==> config.mk <==
export PLATFORM = sky130hd
export DESIGN_NAME = uart_tx_arbiter
export DESIGN_NICKNAME = d
export VERILOG_FILES = /design/src/rtl/uart_tx_arbiter.sv
export SDC_FILE = /design/constraint.sdc
export NUM_CORES = 1
export LEC_CHECK = 0
export CAP_MARGIN = 40
export CORE_ASPECT_RATIO = 0.5
export CORE_UTILIZATION = 48
export CTS_CLUSTER_DIAMETER = 100
export CTS_CLUSTER_SIZE = 25
export DETAILED_ROUTE_END_ITERATION = 6
export PLACE_DENSITY = 0.78
export SLEW_MARGIN = 20
export SYNTH_ARGS = -nofsm -noshare
export SYNTH_HDL_FRONTEND = slang
export SYNTH_SLANG_ARGS = --single-unit
==> constraint.sdc <==
create_clock -name clk -period 3.7 [get_ports clk]
set_clock_uncertainty 0.05 [all_clocks]
set_input_delay 0.37 -clock clk [delete_from_list [all_inputs] [get_ports clk]]
set_output_delay 0.37 -clock clk [all_outputs]
set_load 0.02 [all_outputs]
==> src/rtl/uart_tx_arbiter.sv <==
// Round-robin arbiter sharing one UART TX controller among NUM_REQ byte producers.
// Latches the granted byte, pulses start for one cycle and holds the byte until done or watchdog abort.
module uart_tx_arbiter #(
  parameter int unsigned NUM_REQ        = 4,
  parameter int unsigned TIMEOUT_CYCLES = 32,
  parameter int unsigned GAP_CYCLES     = 1
) (
  input  logic                 clk,
  input  logic                 reset,
  input  logic [NUM_REQ-1:0]   i_Req_Valid,
  input  logic [8*NUM_REQ-1:0] i_Req_Byte,
  output logic [NUM_REQ-1:0]   o_Req_Ready,
  output logic [2:0]           o_Grant_Id,
  output logic [7:0]           o_Tx_Byte,
  output logic                 o_Tx_Start,
  input  logic                 i_Tx_Done,
  input  logic                 i_Tx_Active,
  input  logic                 i_Clear_Err,
  output logic                 o_Busy,
  output logic                 o_Timeout_Err,
  output logic [15:0]          o_Frame_Count
);

  localparam int unsigned     WD_W     = $clog2(TIMEOUT_CYCLES + 1);
  localparam logic [WD_W-1:0] WD_MAX   = WD_W'(TIMEOUT_CYCLES);
  localparam logic [3:0]      GAP_N    = 4'(GAP_CYCLES);
  localparam logic [3:0]      NREQ4    = 4'(NUM_REQ);
  localparam logic [2:0]      LAST_REQ = 3'(NUM_REQ - 1);

  typedef enum logic [1:0] {IDLE, ISSUE, WAIT_DONE, GAP} state_t;

  state_t           r_State, w_Next;
  logic [2:0]       r_Ptr, r_Grant;
  logic [7:0]       r_Tx_Byte;
  logic [WD_W-1:0]  r_Wdog;
  logic [3:0]       r_Gap;
  logic             r_Err;
  logic [15:0]      r_Frame_Count;

  logic [NUM_REQ-1:0] w_Rot;
  logic               w_Any;
  logic [2:0]         w_Off, w_Win, w_Ptr_Next;
  logic [3:0]         w_Sum;
  logic [7:0]         w_Win_Byte;
  logic               w_Grant, w_Done, w_Timeout;
  logic               w_unused_tx_active;

  assign w_unused_tx_active = i_Tx_Active;

  // Rotate valids so bit 0 is the pointer position; first set bit is the winner offset.
  always_comb begin
    w_Rot = NUM_REQ'({i_Req_Valid, i_Req_Valid} >> r_Ptr);
    w_Any = 1'b0;
    w_Off = '0;
    for (int unsigned j = 0; j < NUM_REQ; j++) begin
      if (!w_Any && w_Rot[j]) begin
        w_Any = 1'b1;
        w_Off = 3'(j);
      end
    end
    w_Sum      = {1'b0, r_Ptr} + {1'b0, w_Off};
    w_Win      = (w_Sum >= NREQ4) ? 3'(w_Sum - NREQ4) : w_Sum[2:0];
    w_Ptr_Next = (w_Win == LAST_REQ) ? 3'd0 : w_Win + 3'd1;
    w_Win_Byte = '0;
    for (int unsigned j = 0; j < NUM_REQ; j++) begin
      if (w_Win == 3'(j)) w_Win_Byte = i_Req_Byte[8*j +: 8];
    end
  end

  always_comb begin
    w_Next    = r_State;
    w_Grant   = 1'b0;
    w_Done    = 1'b0;
    w_Timeout = 1'b0;
    case (r_State)
      IDLE: begin
        if (w_Any) begin
          w_Grant = 1'b1;
          w_Next  = ISSUE;
        end
      end
      ISSUE: w_Next = WAIT_DONE;
      WAIT_DONE: begin
        // Done takes priority over a watchdog expiring in the same cycle.
        if (i_Tx_Done) begin
          w_Done = 1'b1;
          w_Next = (GAP_CYCLES > 0) ? GAP : IDLE;
        end else if (r_Wdog == WD_MAX) begin
          w_Timeout = 1'b1;
          w_Next    = IDLE;
        end
      end
      GAP: begin
        if (r_Gap == GAP_N) w_Next = IDLE;
      end
      default: w_Next = IDLE;
    endcase
  end

  always_ff @(posedge clk) begin
    if (reset) begin
      r_State       <= IDLE;
      r_Ptr         <= '0;
      r_Grant       <= '0;
      r_Tx_Byte     <= '0;
      r_Wdog        <= '0;
      r_Gap         <= '0;
      r_Err         <= 1'b0;
      r_Frame_Count <= '0;
    end else begin
      r_State <= w_Next;
      if (w_Grant) begin
        r_Tx_Byte <= w_Win_Byte;
        r_Grant   <= w_Win;
        r_Ptr     <= w_Ptr_Next;
      end
      if (r_State == ISSUE) begin
        r_Wdog <= WD_W'(1);
      end else if (r_State == WAIT_DONE && !w_Done && !w_Timeout) begin
        r_Wdog <= r_Wdog + 1'b1;
      end
      if (w_Done) begin
        r_Gap <= 4'd1;
      end else if (r_State == GAP) begin
        r_Gap <= r_Gap + 4'd1;
      end
      if (w_Done) r_Frame_Count <= r_Frame_Count + 16'd1;
      if (w_Timeout) begin
        r_Err <= 1'b1;
      end else if (i_Clear_Err) begin
        r_Err <= 1'b0;
      end
    end
  end

  always_comb begin
    o_Req_Ready = '0;
    for (int unsigned j = 0; j < NUM_REQ; j++) begin
      o_Req_Ready[j] = (r_State == ISSUE) && (r_Grant == 3'(j));
    end
  end

  assign o_Tx_Start    = (r_State == ISSUE);
  assign o_Busy        = (r_State != IDLE);
  assign o_Grant_Id    = r_Grant;
  assign o_Tx_Byte     = r_Tx_Byte;
  assign o_Timeout_Err = r_Err;
  assign o_Frame_Count = r_Frame_Count;

endmodule

==> impl_metrics.tcl <==
set metrics [dict create \
    required_ns 3.87 \
    grtUsageTotal 0.210 \
    design_area_um2 3490 \
    nets 434 \
    cts_hold_buf 0 \
    ant_nets 0 \
    postSynthCellCount 306 \
    p_leak_nw 1.30 \
    report.final.slew_viol_count 0 \
    syn_avg_cell_area_um2 8.36 \
    hpwl_um 4610 \
    tns_ns 0 \
    num_rows 18 \
    die_w_um 105 \
    path_depth 13 \
    placed_cells 444 \
    cp_slowest_cell "fa_1" \
    drv_cap 0 \
    setup_violations 0 \
    chipHeight_um 53.6 \
    grt_max_degree 44 \
    vias 2450 \
    crit_fanout 8 \
    area_growth_pct 36.5 \
    drive_above_1_share 0.0681 \
    fmax_mhz 296 \
    clk_pin_slew_ns 0.08 \
    clock_path_buffers 2 \
    viasPerCell 5.42 \
    synth_flop_cell "dfxtp_1" \
    synthTopCellsByArea "dfxtp_1 34%, ha_1 5.4%, nand2b_1 4.9%" \
    grt_pass1_vias 2140 \
    path_cells "clkdlybuf4s50_1, and3b_1, or3_1, or2_2, o22a_1, fa_1, inv_1, ha_1, nor2b_1, buf_4, nand2b_1, o2111ai_1, mux2i_1" \
    synth-seq-area-share 0.336 \
    grt_pass1_wl_um 9490 \
    synth.distinct_cells 55 \
    hold_path_class "reg -> reg" \
    async_flop_share 0 \
    slew_headroom 0.520 \
    clkLatencyLatePin_ns 0.29 \
    clock_sinks 43 \
    synth-edff-count 0 \
    ir_worst_vdd_uv 309 \
    holdWs_ns 0.428 \
    synth_area_leader_cell "dfxtp_1" \
    root_buffer "clkbuf_8" \
    firstDrtPassIters 5 \
    gp_congestion 0.841 \
    cts_tree "done" \
    fin_crit_sh 0.912 \
    placed_area_um2 3380 \
    initial_core_util 0.509 \
    crit_path_max_incr_delay_ns 0.62 \
    overflow 0 \
    period_minus_slack_ns 3.37 \
    outcome "completed" \
    path_buf_inv 3 \
    power_density_nw_per_um2 521 \
    dieArea_um2 5640 \
    wl_per_cell_um 13.2 \
    cp-start-kind "input port" \
    htree_num_levels 2 \
    layout_common_cells "73 x clkdlybuf4s50_1, 43 x dfxtp_1, 29 x nor2_1, 25 x nand2_1, 20 x nand2b_1" \
    worstPathArrival_ns 3.55 \
    wl_um 5970 \
    insertedDiodeCount 0 \
    end_kind "flip-flop" \
    netlist_area_um2 2560 \
    layout_commonest_cell "clkdlybuf4s50_1" \
    rrSetupSlack_ns 0.41 \
    core-area_um2 5020 \
    layout_setup_ws_ns 0.325 \
    layout.cells.non_filler 452 \
    yosysWarnings 0 \
    synth-seq-cells 43 \
    yosys.area.top_type_share 0.336 \
    min_path_cells 2 \
    r2r_cells 12 \
    hold_viol_final 0 \
    tightest_slew_ns 0.710 \
    rsz0062_at_grt "false" \
    post_cts_buffers 0 \
    drc 0 \
    cts_buffers 5 \
    ios 75 \
    post-place-ws_ns 0.0327 \
    cts_resized 0 \
    worstSetupPathType "in -> reg" \
    antenna_found_initial 0 \
    critPathTopFamily "simple AND/OR/NAND/NOR gates" \
    drtIter0Drc 86 \
    port_buffers 73 \
    synthesis.nets 359 \
]
## sequential cells by signal, indices dropped and copies added, names as in the netlist
register / count
r_State: 2
o_Timeout_Err: 1
r_Gap: 4
o_Frame_Count: 16
o_Grant_Id: 3
r_Wdog: 6
r_Ptr: 3
o_Tx_Byte: 8
## synth_stat cells (2+ instances only)
cell and count:
dfxtp_1 43, nor2_1 29, nand2_1 25, nand2b_1 20, a21oi_1 19, inv_1 16
mux2i_1 12, nand3_1 12, ha_1 11, o211ai_1 10, o21ai_0 10, clkbuf_1 8
o2111ai_1 8, xor2_1 7, nor2b_1 6, or3_1 6, and3_1 5, xnor2_1 5
mux2_2 4, nand4_1 4, nor3_1 4, a211oi_1 3, nand3b_1 3, a31oi_1 2
nor3b_1 2, nor4b_1 2, or2_2 2
## cell type report
cell class / instances / area (um^2)
Sequential cell: 43 / 861
Tap cell: 70 / 87.6
Clock inverter: 2 / 35.0
Clock buffer: 6 / 82.6
Inverter: 16 / 60.1
Fill cell: 398 / 1530
Multi-Input combinational cell: 237 / 1600
Timing Repair Buffer: 78 / 768
## logic make-up after synthesis
kind of cell               synth area share
buffers and inverters                0.0386
DFF                                   0.336
AOI/OAI and AO/OA                     0.172
muxes                                0.0645
adders and majority gates            0.0616
xor gates and xnor gates             0.0411
and+or+nand+nor                       0.286
## worst min-delay path: cells and delay by family, from the launching register on
| kind | cells | cell delay, ns |
|---|---|---|
| DFF | 1 | 0.32 |
| and+or+nand+nor | 1 | 0.06 |
| muxes | 1 | 0.06 |
## stage by stage
stage,total power (W),utilization
3_3_place_gp,0.00143,0.672
3_5_place_dp,0.00145,0.672
2_1_floorplan,0.00115,-
6_report,0.00182,0.696
5_1_grt,0.00194,0.696
4_1_cts,0.00183,0.696
## power by group
group          leakage, nW  switching (W)  internal, W  total [W]
sequential           0.350      0.0000668     0.000518   0.000584
clock               0.0612       0.000155     0.000218   0.000374
combinational        0.889       0.000465     0.000397   0.000862
## worst paths after layout
kind / endpoint / start
min: o_Tx_Byte[0]$_SDFFE_PP0P_ / o_Tx_Byte[0]$_SDFFE_PP0P_
max: o_Tx_Byte[0]$_SDFFE_PP0P_ / i_Req_Valid[0]
max reg2reg: o_Tx_Byte[0]$_SDFFE_PP0P_ / r_Ptr[2]$_SDFFE_PP0P_
min reg2reg: o_Tx_Byte[0]$_SDFFE_PP0P_ / o_Tx_Byte[0]$_SDFFE_PP0P_
## routing by layer
metal / wire (um) / GRT usage / share of wire / vias up
li1: - / - / - / 1242
met1: 2750 / 0.259 / 0.46 / 1125
met2: 2880 / 0.400 / 0.48 / 81
met3: 313 / 0.0363 / 0.052 / 2
met4: 27 / 0.0423 / 0.0045 / 0
met5: 0 / 0 / 0 / -
Power figures use the tool's default switching activity.
